`src/rtl/ram_fifo_ctrl.sv`:
```
`default_nettype none
// ---------------------------------------------------------------------------
// ram_fifo_ctrl : valid/ready FIFO controller for a single-port RAM, one
//                 round-robin arbitrated write or read per cycle. Rev 1.0
// ---------------------------------------------------------------------------
module ram_fifo_ctrl #(
   parameter int AW = 7,
   parameter int DW = 4
) (
   input  logic          clk,
   input  logic          rst,
   input  logic          in_valid,
   input  logic [DW-1:0] in_data,
   output logic          in_ready,
   output logic          out_valid,
   output logic [DW-1:0] out_data,
   input  logic          out_ready,
   output logic [AW-1:0] ram_addr,
   output logic [DW-1:0] ram_w_data,
   output logic          ram_enb,
   input  logic [DW-1:0] ram_r_data,
   output logic [AW:0]   count,
   output logic          full,
   output logic          empty
);

   localparam logic [AW:0]   DEPTH   = {1'b1, {AW{1'b0}}};
   localparam logic [AW-1:0] PTR_ONE = {{(AW-1){1'b0}}, 1'b1};
   localparam logic [AW:0]   CNT_ONE = {{AW{1'b0}}, 1'b1};

   logic [AW-1:0] wr_ptr_q, wr_ptr_d;
   logic [AW-1:0] rd_ptr_q, rd_ptr_d;
   logic [AW:0]   ram_cnt_q, ram_cnt_d;
   logic          out_valid_q, out_valid_d;
   logic [DW-1:0] out_data_q, out_data_d;
   logic          prio_q, prio_d;

   logic wreq, rreq, wr_gnt, rd_gnt;

   assign full  = (ram_cnt_q == DEPTH);
   assign count = ram_cnt_q + {{AW{1'b0}}, out_valid_q};
   assign empty = (count == '0);

   // rst gates the write request so nothing is granted while reset is held
   assign wreq   = in_valid && !full && !rst;
   assign rreq   = (ram_cnt_q != '0) && (!out_valid_q || out_ready);
   assign wr_gnt = wreq && (!rreq || prio_q);
   assign rd_gnt = rreq && (!wreq || !prio_q);

   assign in_ready  = wr_gnt;
   assign out_valid = out_valid_q;
   assign out_data  = out_data_q;

   always_comb begin
      wr_ptr_d    = wr_ptr_q;
      rd_ptr_d    = rd_ptr_q;
      ram_cnt_d   = ram_cnt_q;
      out_valid_d = out_valid_q;
      out_data_d  = out_data_q;
      prio_d      = prio_q;
      ram_enb     = 1'b0;
      ram_addr    = rd_ptr_q;
      ram_w_data  = '0;

      if (wr_gnt) begin
         ram_enb    = 1'b1;
         ram_addr   = wr_ptr_q;
         ram_w_data = in_data;
         wr_ptr_d   = wr_ptr_q + PTR_ONE;
         ram_cnt_d  = ram_cnt_q + CNT_ONE;
      end

      if (rd_gnt) begin
         rd_ptr_d    = rd_ptr_q + PTR_ONE;
         ram_cnt_d   = ram_cnt_q - CNT_ONE;
         out_data_d  = ram_r_data;
         out_valid_d = 1'b1;
      end else if (out_valid_q && out_ready) begin
         out_valid_d = 1'b0;
      end

      // a tie hands priority to whichever side lost it
      if (wreq && rreq) begin
         prio_d = !prio_q;
      end
   end

   always_ff @(posedge clk or posedge rst) begin
      if (rst) begin
         wr_ptr_q    <= '0;
         rd_ptr_q    <= '0;
         ram_cnt_q   <= '0;
         out_valid_q <= 1'b0;
         out_data_q  <= '0;
         prio_q      <= 1'b0;
      end else begin
         wr_ptr_q    <= wr_ptr_d;
         rd_ptr_q    <= rd_ptr_d;
         ram_cnt_q   <= ram_cnt_d;
         out_valid_q <= out_valid_d;
         out_data_q  <= out_data_d;
         prio_q      <= prio_d;
      end
   end

endmodule
`default_nettype wire
```
`config.mk`:
```
export PLATFORM = sky130hd
export DESIGN_NAME = ram_fifo_ctrl
export DESIGN_NICKNAME = d
export VERILOG_FILES = /design/src/rtl/ram_fifo_ctrl.sv
export SDC_FILE = /design/constraint.sdc
export NUM_CORES = 1
export LEC_CHECK = 0
export ABC_AREA = 0
export BUFFER_PORTS_ARGS = -buffer_cell sky130_fd_sc_hd__buf_2
export CAP_MARGIN = 20
export CORE_MARGIN = 10
export CORE_UTILIZATION = 54
export DETAILED_ROUTE_END_ITERATION = 10
export GPL_ROUTABILITY_DRIVEN = 1
export PLACE_DENSITY = 0.8
export SLEW_MARGIN = 25
export SYNTH_ARGS = -nofsm -noshare
export SYNTH_HDL_FRONTEND = slang
export SYNTH_SLANG_ARGS = --single-unit
```
`constraint.sdc`:
```
create_clock -name clk -period 4 [get_ports clk]
set_input_delay 0.2 -clock clk [delete_from_list [all_inputs] [get_ports clk]]
set_output_delay 0.2 -clock clk [all_outputs]
set_load 0.01 [all_outputs]
```
==> Word-level counts from Yosys, hierarchy flattened <==
Cells that the tools add are included.
{ "word_totals": {"register_bits": 28, "inputBits": 12, "out_inout_bits": 28, "wordCells": 39} }
{ "op_classes": {"addsub": 5, "n_eq_ne": 1, "n_mux": 7, "reduce_logical": 20} }
{ "ops": {"columns": ["op", "count"], "rows": [
  ["2-to-1 mux 8 bit", 2],
  ["adder 7 x 1 -> 7 bit, second input constant", 2],
  ["adder 8 x 1 -> 8 bit", 1],
  ["adder 8 x 1 -> 8 bit, second input constant", 1],
  ["equality test 8 bit, second input constant", 1],
  ["zero test 8 bit", 1],
  ["nonzero test 8 bit", 1],
  ["subtractor 8 x 1 -> 8 bit, second input constant", 1],
  ["logical AND 1 bit", 7],
  ["2-to-1 mux 7 bit", 1],
  ["zero test 1 bit", 6],
  ["2-to-1 mux 4 bit", 1],
  ["nonzero test 2 bit", 2],
  ["logical OR 1 bit", 3],
  ["2-to-1 mux 1 bit", 3]
]} }

==> Longest topological paths before layout <==
{ "depth": {"ltp_word": 8, "depth_mapped": 13, "depth_no_buf": 10} }

==> Worst setup path before layout <==
No wires, ideal clock.
{ "synth_timing": {"kind": "register to register", "start": "register ram_cnt_q[3]", "end": "register ram_cnt_q[6]", "setup_ps": 120, "t_arrival_ps": 2833, "required_ps": 3880, "setup_slack_ps": 1047, "path_stages_with_launch": 14, "n_path_buf": 3, "synth_period_minus_slack_ps": 2953, "cell_sequence": "dfrtp_1 nor4_4 and2_1 buf_4 o21a_1 buf_6 inv_4 buf_6 ha_1 nor2b_1 o31a_1 o21a_1 or3_1 a31o_2"} }
{ "synth_via": {"elab_chain_cells": 8, "word_cells_on_any_way": 17, "cone_classes": "2 x add/sub; 1 x eq/ne; 2 x mux; 12 x reduce/logical"} }
{ "synth_rtl": {"columns": ["element", "line_no", "text"], "rows": [
  ["from (decl)", "33", "logic [AW:0] ram_cnt_q, ram_cnt_d;"],
  ["from (signal assigned)", "99", "ram_cnt_q <= ram_cnt_d;"],
  ["branches (longest 8 deep; another with adder 8 x 1 -> 8 bit)", null, null]
]} }
Several ways; the timed one is not identified. The select of a mux whose other input is x is not followed.
A chain may end at the register's enable or synchronous reset.

==> Worst setup path after layout <==
Same ends and word-level chain as after synthesis.

==> metrics.yaml <==
detailed_routing:
  ant_nets: 0
  wl_met3_um: 251
  wl_per_cell_um: 15.22
  avgViaCountPerCell: 5.506
  routed_wl_um: 3882
  num_vias: 1404
  met1_length_um: 1700
  drc: 0
  wl_met2_um: 1881
  highest_layer: "met4"
  dr.first_iter.drc_count: 57
  dr.pass1.iters: 4
final_layout:
  final_nets: 235
  areaGrowthSynthToFinish_pct: 15.05
  postLayoutCellArea_mm2: 0.002037
  antenna_cells: 0
  layout-drive-gt1-share_pct: 29.38
die:
  dieArea_mm2: 0.005969
  pin_count: 40
  die-height_um: 77.26
  coreArea_mm2: 0.003103
  die_w_um: 77.26
  fp-row-count: 20
  initial_core_util_pct: 57.06
worst_setup_path:
  r2r-start: "ram_cnt_q[3]"
  endpoint: "ram_cnt_q[6]"
  required_ns: 4.24
  crit_type: "flop to flop"
  worstSetupStartpoint: "ram_cnt_q[3]"
  critical_path.max_fanout: 17
  r2r-end: "ram_cnt_q[6]"
  crit_arrival_ns: 3.57
  r2r_slack_ns: 0.67
  rr_worst_depth: 10
  cp-end-kind: "flop"
  startpoint_type: "flop"
clock_network:
  cts.path.max_buffers: 2
  cts_htree_levels: 1
  cts_buffers: 3
  clkSlewWorstSetupHoldPaths_ns: 0.16
  cts_num_sinks: 28
  cts_tree: "done"
  cts-root-buf: "clkbuf_4"
  post_cts_buffers: 0
  insertion_delay_ns: 0.33
synthesis:
  yosys.area.top_type: "dfrtp_1"
  synth_top_area_share_pct: 39.58
  syn_avg_cell_area_um2: 10.23
  syn_nets: 196
  syn_area_mm2: 0.001770
  synth_async_sr_flop_share_pct: 100.0
  ys_seq_area_share_pct: 39.58
  ys_seq_elements: 28
  synthCells: 173
  synth_area_leaders: "dfrtp_1 40%, xnor2_1 9.9%, mux2_2 7.6%, ha_1 7.1%, nand2_1 4.9%"
  synth_ff_type: "dfrtp_1"
  synth-edff-count: 0
  synthMostInstantiatedCell: "dfrtp_1"
  ys_warn_count: 0
  synth_common_cells: "28 x dfrtp_1, 23 x nand2_1, 20 x xnor2_1"
  yosysUniqueCellTypes: 41
sta:
  fin_crit_sh_pct: 83.32
  worst_slew_margin_rel_pct: 49.51
  setup_viol: 0
  tightest_slew_ns: 0.7574
  layout_setup_ws_ns: 0.6673
  fmax_mhz: 300.1
  fin_skew_ns: 0.01007
  min_period_ns: 3.333
  totalNegativeSetupSlack_ns: 0
  slew_viol_final: 0
  rsz0062_at_grt: "false"
  final_hold_viol_count: 0
power:
  power.leakage_nw: 0.9766
  ir_drop_v: 0.0004764
  powerDensity_mw_per_mm2: 831.0
global_route:
  grt_max_degree: 30
  antenna_found_initial: 0
  grt.total_usage_pct: 13.07
  grt_pass1_wl_um: 6630
  overflow: 0
  grt_pass1_vias: 1417
placed_design:
  io_buffers: 39
  hpwl_um: 2960
  placedInstanceArea_mm2: 0.001974
  gp_congestion: 0.8424
  dp_slack_ns: 0.7383
run:
  drv_cap: 0
status:
  outcome: "completed"
min_path:
  hp-class: "input port to flop"
## worst min-delay path by stage
stage	from	end	cells past startpoint	slack, ns
2_1_floorplan	rst	out_data[0]	1	0.27
3_3_place_gp	rst	prio_q	3	0.29
3_5_place_dp	rst	prio_q	3	0.31
4_1_cts	ram_r_data[0]	out_data[0]	3	0.04
5_1_grt	ram_r_data[2]	out_data[2]	3	0.04
6_report	ram_r_data[0]	out_data[0]	3	0.05
## what timing repair did
| action | in CTS | in global routing |
|---|---|---|
| hold buffers | 1 | 0 |
| hold endpoints to repair | 28 | 0 |
| gates resized for setup | 0 | 0 |
## worst max-delay path, stage by stage (launching register included)
cell,delay [ns]
dfrtp_1,0.49
nor4_4,0.36
and2_1,0.28
o21a_1,0.41
inv_4,0.17
ha_1,0.37
nor2b_1,0.17
o31a_1,0.27
o21a_1,0.19
or3_1,0.30
a31o_2,0.24
## power by group
| part | leakage [nW] | switching, mW | internal (mW) | total, mW |
|---|---|---|---|---|
| Clock | 0.0279 | 0.0850 | 0.101 | 0.186 |
| Sequential | 0.339 | 0.168 | 0.406 | 0.573 |
| Combinational | 0.610 | 0.473 | 0.460 | 0.933 |
## kinds of logic (layout without fill, tap and decap cells)
logic type / Yosys count / count (layout) / synth area share (%)
AO/OA/AOI/OAI: 23 / 23 / 8.905
AND/OR/NAND/NOR: 61 / 61 / 18.80
flip-flops: 28 / 28 / 39.58
multiplexers: 13 / 13 / 8.198
buffers and inverters: 13 / 51 / 4.452
adder cells (fa/ha/maj): 11 / 11 / 8.198
XOR/XNOR: 24 / 24 / 11.87
## sequential cells by signal, indices dropped and copies added, names as in the netlist
name and flops:
rd_ptr_q 7, out_valid 1, out_data 4, wr_ptr_q 7, prio_q 1, ram_cnt_q 8
## per-layer routing
metal | GRT usage, % | vias to the layer above
met3 | 3.613 | 6
met4 | 4.745 | 0
met5 | 0 | -
li1 | - | 676
met1 | 16.29 | 679
met2 | 20.90 | 43
## through the flow
step | utilization (%) | total power [mW] | hold WS, ns | std cells
finish | 65.65 | 1.693 | 0.04526 | 255
global route | 65.65 | 1.837 | 0.04292 | 255
CTS | 65.65 | 1.703 | 0.04338 | 255
detailed placement | 63.63 | 1.496 | 0.3081 | 250
global placement | 63.63 | 1.454 | 0.2918 | 250
floorplan | - | 1.244 | 0.2739 | 173
## cells in the final DEF, fill, tap and decap left out, drive strengths merged, types with 2 or more instances in the layout
cell type  instances
o21ai              5
nand4              6
nand2b             2
mux2              12
and3               4
nor2b              3
nor2               6
and2               5
inv                6
a21oi              5
clkbuf             3
xnor2             20
nand2             23
dfrtp             28
nand3              4
buf               40
nor3               3
o21a               3
xor2               4
o31a               2
ha                10
## cell type report
cell class | count | area, µm²
Fill cell | 271 | 1066
Multi-Input combinational cell | 132 | 991.0
Sequential cell | 28 | 700.7
Timing Repair Buffer | 41 | 212.7
Tap cell | 44 | 55.05
Clock inverter | 1 | 30.03
Inverter | 6 | 25.02
Clock buffer | 3 | 22.52
No activity file was read; power rests on OpenSTA's default activity.
